$ cat src/rtl/pending_encoder_32to5.sv
// Sticky 32-line request collector feeding a one-entry grant slot.
// Ports: clk_i, rst_i (sync high), req_i[31:0], flush_i, ready_i,
//   valid_o, idx_o[4:0], pending_o[31:0], count_o[5:0].
// PENDING_ENC_ROUND_ROBIN_EN: round-robin search from last grant + 1;
//   undefined: fixed priority, lowest index wins.
module pending_encoder_32to5 (
  input  logic        clk_i,
  input  logic        rst_i,
  input  logic [31:0] req_i,
  input  logic        flush_i,
  input  logic        ready_i,
  output logic        valid_o,
  output logic [4:0]  idx_o,
  output logic [31:0] pending_o,
  output logic [5:0]  count_o
);

  logic [31:0] pend_q;
  logic [31:0] pend_d;
  logic [31:0] cand;
  logic        valid_q;
  logic        valid_d;
  logic [4:0]  idx_q;
  logic [4:0]  idx_d;
  logic [5:0]  count_q;
  logic        slot_free;
  logic        win_hit;
  logic [4:0]  win_idx;

  function automatic logic [5:0] popcnt(input logic [31:0] v);
    logic [5:0] n;
    n = '0;
    for (int i = 0; i < 32; i++) begin
      n = n + {5'd0, v[i]};
    end
    return n;
  endfunction

  assign slot_free = !valid_q || ready_i;
  assign cand      = pend_q | req_i;

`ifdef PENDING_ENC_ROUND_ROBIN_EN
  logic [4:0] ptr_q;
  logic [4:0] ptr_d;

  // Walk from ptr+1 upward; 5-bit arithmetic gives the 31->0 wrap.
  always_comb begin
    logic [4:0] k;
    win_hit = 1'b0;
    win_idx = '0;
    k       = '0;
    for (int i = 0; i < 32; i++) begin
      k = ptr_q + 5'd1 + 5'(i);
      if (!win_hit && cand[k]) begin
        win_hit = 1'b1;
        win_idx = k;
      end
    end
  end
`else
  // Descending scan so the lowest set index is the last write.
  always_comb begin
    win_hit = |cand;
    win_idx = '0;
    for (int i = 31; i >= 0; i--) begin
      if (cand[i]) begin
        win_idx = 5'(i);
      end
    end
  end
`endif

  always_comb begin
    pend_d  = cand;
    valid_d = valid_q;
    idx_d   = idx_q;
    if (flush_i) begin
      pend_d  = '0;
      valid_d = 1'b0;
    end else if (slot_free) begin
      valid_d = win_hit;
      if (win_hit) begin
        idx_d           = win_idx;
        // Loading a line consumes it, even if it also pulsed now.
        pend_d[win_idx] = 1'b0;
      end
    end
  end

`ifdef PENDING_ENC_ROUND_ROBIN_EN
  always_comb begin
    ptr_d = ptr_q;
    if (!flush_i && slot_free && win_hit) begin
      ptr_d = win_idx;
    end
  end

  always_ff @(posedge clk_i) begin
    if (rst_i) begin
      ptr_q <= 5'd31;
    end else begin
      ptr_q <= ptr_d;
    end
  end
`endif

  always_ff @(posedge clk_i) begin
    if (rst_i) begin
      pend_q  <= '0;
      valid_q <= 1'b0;
      idx_q   <= '0;
      count_q <= '0;
    end else begin
      pend_q  <= pend_d;
      valid_q <= valid_d;
      idx_q   <= idx_d;
      count_q <= popcnt(pend_d);
    end
  end

  assign valid_o   = valid_q;
  assign idx_o     = idx_q;
  assign pending_o = pend_q;
  assign count_o   = count_q;

endmodule
$ cat config.mk
export PLATFORM = sky130hd
export DESIGN_NAME = pending_encoder_32to5
export DESIGN_NICKNAME = d
export VERILOG_FILES = /design/src/rtl/pending_encoder_32to5.sv
export SDC_FILE = /design/constraint.sdc
export NUM_CORES = 1
export LEC_CHECK = 0
export ABC_AREA = 1
export BUFFER_PORTS_ARGS = -buffer_cell sky130_fd_sc_hd__buf_4
export CAP_MARGIN = 25
export CORE_MARGIN = 2
export CORE_UTILIZATION = 55
export CTS_BUF_LIST = sky130_fd_sc_hd__clkbuf_4
export CTS_CLUSTER_DIAMETER = 40
export DETAILED_ROUTE_END_ITERATION = 8
export PLACE_DENSITY = 0.95
export SETUP_SLACK_MARGIN = 0.3
export SLEW_MARGIN = 10
export SYNTH_ARGS = -nofsm -noshare
export SYNTH_HDL_FRONTEND = slang
export SYNTH_SLANG_ARGS = --single-unit
$ cat constraint.sdc
create_clock -name clk_i -period 8.8 [get_ports clk_i]
set_clock_uncertainty 0.1 [all_clocks]
set_input_delay 0.44 -clock clk_i [delete_from_list [all_inputs] [get_ports clk_i]]
set_output_delay 0.44 -clock clk_i [all_outputs]
set_load 0.02 [all_outputs]
==> run_results.csv, run 1 <==
group,metric,value,unit
synthesis,ys_warn_count,0,
clocking,cts_tree,"done",
final_layout,drive_gt1_share,27.3,%
placed_design,place.gp.congestion,0.967,
timing,finalWorstSetupSlack,1.44,ns
floorplan,die_w,78.8,um
global_routing,grt_pass1_wl,13.1,mm
clocking,htreeDepth,2,
final_layout,regArea,881,um^2
detailed_routing,drt-initial-drc-count,194,
synthesis,synth_cells,425,
floorplan,fp-row-count,27,
final_layout,fillCellCount,444,
global_routing,grt_pass1_vias,2841,
outcome,status,"complete, no violations",
timing,drv_slew,0,
critical_path,crit_required,8.99,ns
detailed_routing,routed_wl,8.12,mm
timing,finalCriticalPeriod,7.36,ns
timing,final_hold_viol_count,0,
critical_path,path_depth,36,
final_layout,final_cell_area,0.00377,mm^2
detailed_routing,vias_per_cell,5.13,
power,p_per_area,210,mW/mm^2
floorplan,coreArea,0.00544,mm^2
synthesis,ys_ff_latch,44,
final_layout,area_growth,22.4,%
final_layout,nets,568,
floorplan,io_pins,80,
critical_path,crit_type,"reg2reg",
clocking,postCtsHoldBufs,0,
clocking,cts-root-buf,"clkbuf_4",
final_layout,utilization,69.3,%
final_layout,multi_input_area,0.00190,mm^2
global_routing,antenna_found_initial,0,
final_layout,layout.cells.non_filler,574,
synthesis,ys_seq_area_share,28.6,%
detailed_routing,ant_nets,0,
critical_path,cp-start-kind,"register",
clocking,cts_setup_buffers,0,
hold_path,hp-start,"req_i[7]",
placed_design,place_area,0.00371,mm^2
critical_path,r2r_start,"pending_o[31]",
clocking,cts_buffer_depth,2,
placed_design,dp_hpwl,6.55,mm
global_routing,overflow,0,
timing,fin_hold_ws,0.346,ns
placed_design,post-place-cells,566,
placed_design,io_buffer_count,79,
placed_design,pre_cts_ws,1.39,ns
timing,max_slew_margin,39.9,%
timing,min_period_over_period,83.6,%
critical_path,cp_top_family,"adder cells",
global_routing,grt_max_degree,38,
hold_path,hold_class,"in2reg",
critical_path,reg2reg_slack,1.44,ns
critical_path,slowest_stage,"nand3_1",
detailed_routing,dr.pass1.iters,5,
timing,finalSetupTns,0,ns
detailed_routing,avgRoutedWirePerCell,14.1,um
synthesis,syn-cell-area,0.00308,mm^2
floorplan,die_h,78.8,um
run,drv_cap,0,
clocking,cts_buffers,5,
detailed_routing,num_vias,2947,
timing,setup_viol,0,
hold_path,worstHoldEndpoint,"pending_o[7]",
detailed_routing,drcViolationCount,0,
critical_path,path_max_fanout,17,
critical_path,r2r_end,"count_o[4]",
critical_path,ff2ff_path_depth,36,
floorplan,dieArea,0.00621,mm^2
clocking,clk_pin_slew_worst_paths,0.13,ns
clocking,clock-sinks,44,
timing,tightest_slew,0.894,ns
synthesis,synth.avg_cell_area,7.24,um^2
critical_path,end_kind,"register",
final_layout,insertedDiodeCount,0,
critical_path,max_stage_delay,0.59,ns
power,p_leak,1.88,nW
clocking,cts_resized,0,
timing,rsz0062_at_grt,"no",
power,finalPower,0.790,mW
critical_path,crit_top_cell,"nor2_1",
floorplan,start_util,56.6,%
critical_path,critical_path_buf_inv_count,7,
power,vdd_ir_drop_max,0.323,mV
synthesis,synth_nets,492,
synthesis,ys_types,26,
timing,max_freq,136,MHz
global_routing,grt_util_all_layers,27.0,%
hold_path,holdPathStages,5,
clocking,clock_latency,0.35,ns
critical_path,arrival,7.55,ns
layout make-up:
class,instances,area share [%]
multi-input cells,307,50.5
clock buffers,7,1.39
flip-flops and latches,44,23.4
repair buffers,80,15.9
well taps,72,2.39
inverters,63,6.27
clock inverters,1,0.0996
Yosys cell counts:
library cell / count / area (um^2)
a21oi_1: 9 / 45.0
a31oi_1: 3 / 18.8
buf_2: 3 / 15.0
buf_8: 1 / 15.0
clkbuf_1: 7 / 26.3
clkinv_1: 1 / 3.75
dfxtp_1: 44 / 881
fa_1: 24 / 480
ha_1: 7 / 87.6
inv_1: 57 / 214
inv_2: 5 / 18.8
nand2_1: 70 / 263
nand2_2: 6 / 37.5
nand2_4: 2 / 22.5
nand2_8: 1 / 20.0
nand3_1: 19 / 95.1
nand3_2: 15 / 150
nand4_1: 8 / 50.1
nand4_2: 1 / 12.5
nor2_1: 105 / 394
nor2_2: 17 / 106
nor2_4: 3 / 33.8
nor3_1: 6 / 30.0
o211ai_1: 1 / 7.51
o21ai_0: 6 / 30.0
o21ai_1: 4 / 20.0
power by group:
group          internal, mW  switching, mW  total, mW
registers             0.219        0.00781      0.227
logic                 0.186          0.278      0.464
clock network        0.0370         0.0628     0.0998
total                 0.442          0.348      0.790
layer usage:
metal  up-vias  global-route usage, %  wire, um
met2       119                   45.0      3980
met4         0                   7.59       134
met5         -                      0         0
met1      1354                   36.1      3470
met3        13                   5.11       538
li1       1461                      -         -
flip-flops by register name, indices dropped and copies added, names as in the netlist:
name,flops
pending_o,32
count_o,6
idx_o,5
valid_o,1
kinds of logic (layout without fill, tap and decap cells):
family / after synthesis / count (layout) / synth area share, %
and+or+nand+nor: 253 / 253 / 39.5
adders and majority gates: 31 / 31 / 18.5
DFF: 44 / 44 / 28.6
buffers and inverters: 74 / 151 / 9.51
AOI/OAI and AO/OA: 23 / 23 / 3.94
worst max path at each step:
stage                     slack [ns]         end          start
after floorplan                 2.24  count_o[4]      req_i[30]
after global placement          1.59  count_o[4]      req_i[28]
after detailed placement        1.39  count_o[4]      req_i[31]
after CTS                       1.51  count_o[4]  pending_o[31]
after global routing            0.97  count_o[4]  pending_o[31]
final                           1.44  count_o[4]  pending_o[31]
worst min-delay path, cell delays in order:
cell	delay (ns)
buf_4	0.07
nor2_1	0.05
inv_1	0.06
nand3_2	0.08
nor2_2	0.07
cell usage in the layout, fill, tap and decap left out, types with 6 or more instances in the layout:
cell type    n
inv_1       57
clkbuf_4     7
nor2_2      17
fa_1        24
nand4_1      8
nand3_1     19
nor3_1       6
nand3_2     15
dfxtp_1     44
a21oi_1      9
nor2_1     105
ha_1         7
nand2_1     70
nand2_2      6
o21ai_0      6
buf_4       80
(Power assumes the default switching activity.)
==> inputs of run 2 (changes only) <==
==> constraint.sdc (replaced) <==
create_clock -name clk_i -period 7.7 [get_ports clk_i]
set_clock_uncertainty 0.1 [all_clocks]
set_input_delay 0.385 -clock clk_i [delete_from_list [all_inputs] [get_ports clk_i]]
set_output_delay 0.385 -clock clk_i [all_outputs]
set_load 0.02 [all_outputs]
==> run 2 against run 1 <==
Global-route usage grew 0.36 points. Critical path depth grew 15. Routed wire length grew 3.9%. Sequential cell count is the same. Largest cell class unchanged. Cell count grew 1.0%. Non-clock buffer count grew 8.
==> run_results.csv, run 2 (synthesis gave the netlist of run 1 again) <==
group,metric,value,unit
clocking,clock_latency,0.36,ns
clocking,cts_buffer_depth,2,
timing,setup_viol,0,
critical_path,crit_type,"reg2reg",
placed_design,place.gp.congestion,0.932,
outcome,status,"complete, no violations",
final_layout,final_common_cell,"nor2_1",
timing,rsz0062_at_grt,"no",
detailed_routing,num_vias,3089,
timing,final_hold_viol_count,0,
critical_path,crit_top_cell,"nand2_1",
critical_path,slowest_stage,"fa_1",
timing,finalSetupTns,0,ns
critical_path,crit_required,7.85,ns
run,drv_cap,0,
final_layout,area_growth,25.1,%
timing,drv_slew,0,
placed_design,post-place-cells,567,
detailed_routing,ant_nets,0,
critical_path,ff2ff_path_depth,51,
critical_path,path_max_fanout,6,
detailed_routing,dr.pass1.iters,5,
clocking,clk_pin_slew_worst_paths,0.13,ns
floorplan,start_util,56.6,%
critical_path,reg2reg_slack,0.77,ns
floorplan,die_w,78.8,um
critical_path,end_kind,"register",
critical_path,arrival,7.08,ns
global_routing,grt_pass1_wl,13.2,mm
timing,finalCriticalPeriod,6.93,ns
final_layout,layout.cells.non_filler,580,
timing,max_freq,144,MHz
critical_path,cp-start-kind,"register",
clocking,htreeDepth,2,
final_layout,nets,577,
timing,max_slew_margin,42.3,%
global_routing,grt_pass1_vias,2839,
critical_path,cp-endpoint,"count_o[4]",
clocking,postCtsHoldBufs,0,
power,vdd_ir_drop_max,0.321,mV
power,p_leak,1.91,nW
critical_path,crit_start,"pending_o[31]",
placed_design,dp_hpwl,6.68,mm
critical_path,r2r_end,"count_o[4]",
final_layout,insertedDiodeCount,0,
final_layout,drive_gt1_share,29.3,%
detailed_routing,drt-initial-drc-count,251,
global_routing,grt_max_degree,38,
clocking,cts_tree,"done",
floorplan,fp-row-count,27,
global_routing,grt_util_all_layers,27.4,%
detailed_routing,vias_per_cell,5.33,
critical_path,r2r_start,"pending_o[31]",
placed_design,io_buffer_count,79,
floorplan,die_h,78.8,um
detailed_routing,avgRoutedWirePerCell,14.5,um
clocking,cts_buffers,5,
power,p_per_area,239,mW/mm^2
floorplan,dieArea,0.00621,mm^2
floorplan,io_pins,80,
clocking,clock-sinks,44,
critical_path,max_stage_delay,0.60,ns
clocking,cts-root-buf,"clkbuf_4",
floorplan,coreArea,0.00544,mm^2
global_routing,antenna_found_initial,0,
detailed_routing,routed_wl,8.43,mm
final_layout,final_cell_mix,"nor2_1 (104), buf_4 (87), nand2_1 (70)",
final_layout,largest_reg_flops,32,
timing,min_period_over_period,90.0,%
detailed_routing,drcViolationCount,0,
timing,tightest_slew,0.859,ns
global_routing,overflow,0,
hold_path,hold_class,"in2reg",
run 2: changes by cell type in the layout (fill, tap and decap cells not counted), moves of 2 or more:
cell | before | now
fa_1 | 24 | 22
clkbuf_4 | 7 | 5
fa_2 | 0 | 2
buf_4 | 80 | 87
run 2: layer usage:
metal	track usage [%]	routed length, um	vias up
met5	0	0	-
met4	7.07	99	0
met3	3.98	633	16
met2	47.4	4270	141
met1	36.1	3430	1458
li1	-	-	1474
run 2: critical path, delay by kind of cell (launching register included):
family	cells	cell delay (ns)
adder cells (fa/ha/maj)	8	3.55
AND/OR/NAND/NOR	37	2.32
buffers and inverters	5	0.44
flip-flops	1	0.34
AO/OA/AOI/OAI	1	0.05
run 2: repair_timing:
| action | 4_1_cts | 5_1_grt |
|---|---|---|
| endpoints found under the setup margin | 0 | 3 |
| resized for setup | 0 | 6 |
| setup buffers | 0 | 7 |
| endpoints found under the hold margin | 0 | 0 |
run 2: final cells by class:
type                       instances  area (um^2)
fill                             431         1590
tap                               72         90.1
timing repair buffer              88          673
inverter                          63          236
clock buffer                       5         37.5
sequential                        44          882
multi-input combinational        308         1930
run 2: worst min-delay path by stage:
stage	startpoint	to	slack [ns]	depth (start not counted)
finish	req_i[9]	pending_o[9]	0.31	5
global route	req_i[11]	pending_o[11]	0.34	5
CTS	req_i[31]	pending_o[31]	0.30	5
detailed placement	idx_o[4]	idx_o[4]	0.39	2
global placement	idx_o[4]	idx_o[4]	0.38	2
floorplan	idx_o[4]	idx_o[4]	0.46	2
run 2: power breakdown:
group	internal (mW)	switching, mW	total (mW)	leakage [nW]
clock	0.0307	0.0699	0.101	0.0230
sequential	0.250	0.00891	0.259	0.363
combinational	0.229	0.332	0.561	1.52
run 2: through the flow:
stage          utilization (%)  hold WS [ns]  power [mW]  cell area, um^2  setup WS, ns
6_report                  70.8         0.310       0.921             3850         0.769
5_1_grt                   70.8         0.335        1.03             3850         0.303
2_1_floorplan                -         0.461       0.654             3080          1.14
3_3_place_gp              68.4         0.380       0.772             3720         0.708
3_5_place_dp              68.4         0.389       0.801             3720         0.576
4_1_cts                   69.1         0.304       0.904             3760         0.695
==> inputs of run 3 (changes only) <==
--- a/config.mk
+++ b/config.mk
@@ -8,8 +8,10 @@
 export ABC_AREA = 1
 export BUFFER_PORTS_ARGS = -buffer_cell sky130_fd_sc_hd__buf_4
 export CAP_MARGIN = 25
+export CELL_PAD_IN_SITES_DETAIL_PLACEMENT = 0
+export CELL_PAD_IN_SITES_GLOBAL_PLACEMENT = 1
 export CORE_MARGIN = 2
-export CORE_UTILIZATION = 55
+export CORE_UTILIZATION = 39
 export CTS_BUF_LIST = sky130_fd_sc_hd__clkbuf_4
 export CTS_CLUSTER_DIAMETER = 40
 export DETAILED_ROUTE_END_ITERATION = 8
==> run 3 against run 2 <==
Non-clock buffer count increased by 3. Largest power group unchanged. Clock-buffer cell count is the same. Clock power is 41% higher. Largest cell class unchanged. Highest routed layer unchanged. Critical path depth is 1 higher.
==> run_results.csv, run 3 (synthesis gave the netlist of run 1 again) <==
group,metric,value,unit
outcome,status,"complete, no violations",
detailed_routing,vias_per_cell,4.86,
placed_design,io_buffer_count,79,
clocking,cts_buffers,5,
critical_path,cp-start-kind,"register",
critical_path,reg2reg_slack,0.79,ns
timing,fin_hold_ws,0.267,ns
hold_path,hold_class,"in2reg",
timing,rsz0062_at_grt,"no",
critical_path,crit_type,"reg2reg",
final_layout,final_common_cell,"nor2_1",
timing,drv_slew,0,
floorplan,start_util,40.0,%
detailed_routing,dr.pass1.iters,5,
critical_path,slowest_stage,"fa_1",
timing,max_freq,145,MHz
clocking,clock-sinks,44,
clocking,htreeDepth,2,
critical_path,r2r_end,"count_o[4]",
floorplan,dieArea,0.00862,mm^2
final_layout,insertedDiodeCount,0,
power,p_per_area,242,mW/mm^2
timing,finalSetupTns,0,ns
floorplan,coreArea,0.00769,mm^2
floorplan,fp-row-count,32,
global_routing,grt_max_degree,38,
timing,final_hold_viol_count,0,
critical_path,r2r_start,"pending_o[31]",
detailed_routing,drt-initial-drc-count,158,
clocking,postCtsHoldBufs,0,
critical_path,crit_top_cell,"nand2_1",
clocking,cts-root-buf,"clkbuf_4",
floorplan,die_w,92.8,um
detailed_routing,drcViolationCount,0,
critical_path,crit_required,7.90,ns
global_routing,grt_pass1_vias,2777,
power,p_leak,1.94,nW
timing,min_period_over_period,89.8,%
final_layout,nets,579,
final_layout,area_growth,28.2,%
timing,setup_viol,0,
global_routing,antenna_found_initial,0,
floorplan,die_h,92.8,um
global_routing,grt_util_all_layers,19.6,%
detailed_routing,ant_nets,0,
timing,max_slew_margin,35.6,%
critical_path,arrival,7.11,ns
placed_design,place.gp.congestion,0.939,
power,vdd_ir_drop_max,0.251,mV
timing,finalCriticalPeriod,6.91,ns
detailed_routing,avgRoutedWirePerCell,13.6,um
clocking,cts_tree,"done",
detailed_routing,num_vias,2988,
critical_path,max_stage_delay,0.54,ns
critical_path,cp-endpoint,"count_o[4]",
floorplan,io_pins,80,
run,drv_cap,0,
placed_design,dp_hpwl,6.77,mm
critical_path,end_kind,"register",
final_layout,drive_gt1_share,30.0,%
clocking,clock_latency,0.36,ns
timing,tightest_slew,0.959,ns
global_routing,grt_pass1_wl,13.5,mm
clocking,cts_buffer_depth,2,
critical_path,crit_start,"pending_o[31]",
critical_path,ff2ff_path_depth,52,
final_layout,final_cell_mix,"nor2_1 (104), buf_4 (90), nand2_1 (69)",
final_layout,largest_reg_flops,32,
final_layout,fillCellCount,799,
clocking,clk_pin_slew_worst_paths,0.14,ns
detailed_routing,routed_wl,8.38,mm
global_routing,overflow,0,
critical_path,path_max_fanout,7,
## run 3: cell types whose count changed in the layout (fill, tap and decap cells not counted), sizes merged
cell	previous run	this run
bufinv	0	1
clkinv	1	3
buf	88	91
nand2	80	79
## run 3: worst min path at each step
stage / from / to / slack [ns] / depth (start not counted)
after global placement: idx_o[4] / idx_o[4] / 0.39 / 2
final: req_i[31] / pending_o[31] / 0.27 / 5
after global routing: req_i[31] / pending_o[31] / 0.26 / 5
after CTS: req_i[31] / pending_o[31] / 0.25 / 5
after floorplan: idx_o[4] / idx_o[4] / 0.46 / 2
after detailed placement: idx_o[4] / idx_o[4] / 0.41 / 2
## run 3: report_power, final
| part | internal, mW | switching [mW] | total [mW] | leakage (nW) |
|---|---|---|---|---|
| combinational | 0.231 | 0.324 | 0.555 | 1.53 |
| clock | 0.0664 | 0.0756 | 0.142 | 0.0403 |
| sequential | 0.250 | 0.00821 | 0.259 | 0.363 |
| total | 0.548 | 0.408 | 0.956 | 1.94 |
## run 3: cell type report
type,instances,area [um^2],share of cell area [%]
multi-input combinational,307,1930,48.8
sequential,44,883,22.4
timing repair buffer,91,696,17.6
inverter,63,236,5.99
tap,102,128,3.24
clock buffer,5,37.5,0.951
clock inverter,3,37.5,0.951
## run 3: layer usage
layer  share of wire, %  wire, um  GRT usage (%)  vias up
met5                  0         0              0        -
met4                1.8       152           5.15        0
met3                5.8       485           2.03       16
met2                 47      3940           32.6      112
met1                 45      3800           27.3     1379
li1                   -         -              -     1481
## run 3: critical path: cells and delay by family, from the launching register on
kind	cells	cell delay [ns]
adders and majority gates	8	3.52
and+or+nand+nor	37	2.22
buffers and inverters	5	0.42
DFF	1	0.35
AOI/OAI and AO/OA	2	0.24
## run 3: timing repair
| item | in CTS | in global routing |
|---|---|---|
| hold endpoints to repair | 0 | 0 |
| endpoints found under the setup margin | 0 | 3 |
| resized for setup | 0 | 8 |
| setup buffers | 0 | 10 |
## run 3: per-stage QoR
stage | utilization, % | power, mW | area, um^2 | worst slack, ns | instances
final | 51.3 | 0.956 | 3950 | 0.789 | 615
after global routing | 51.3 | 1.06 | 3950 | 0.271 | 615
after CTS | 49.9 | 0.936 | 3830 | 0.627 | 605
after detailed placement | 48.9 | 0.789 | 3760 | 0.498 | 597
after global placement | 48.9 | 0.780 | 3760 | 0.558 | 597
after floorplan | - | 0.654 | 3080 | 1.14 | 425
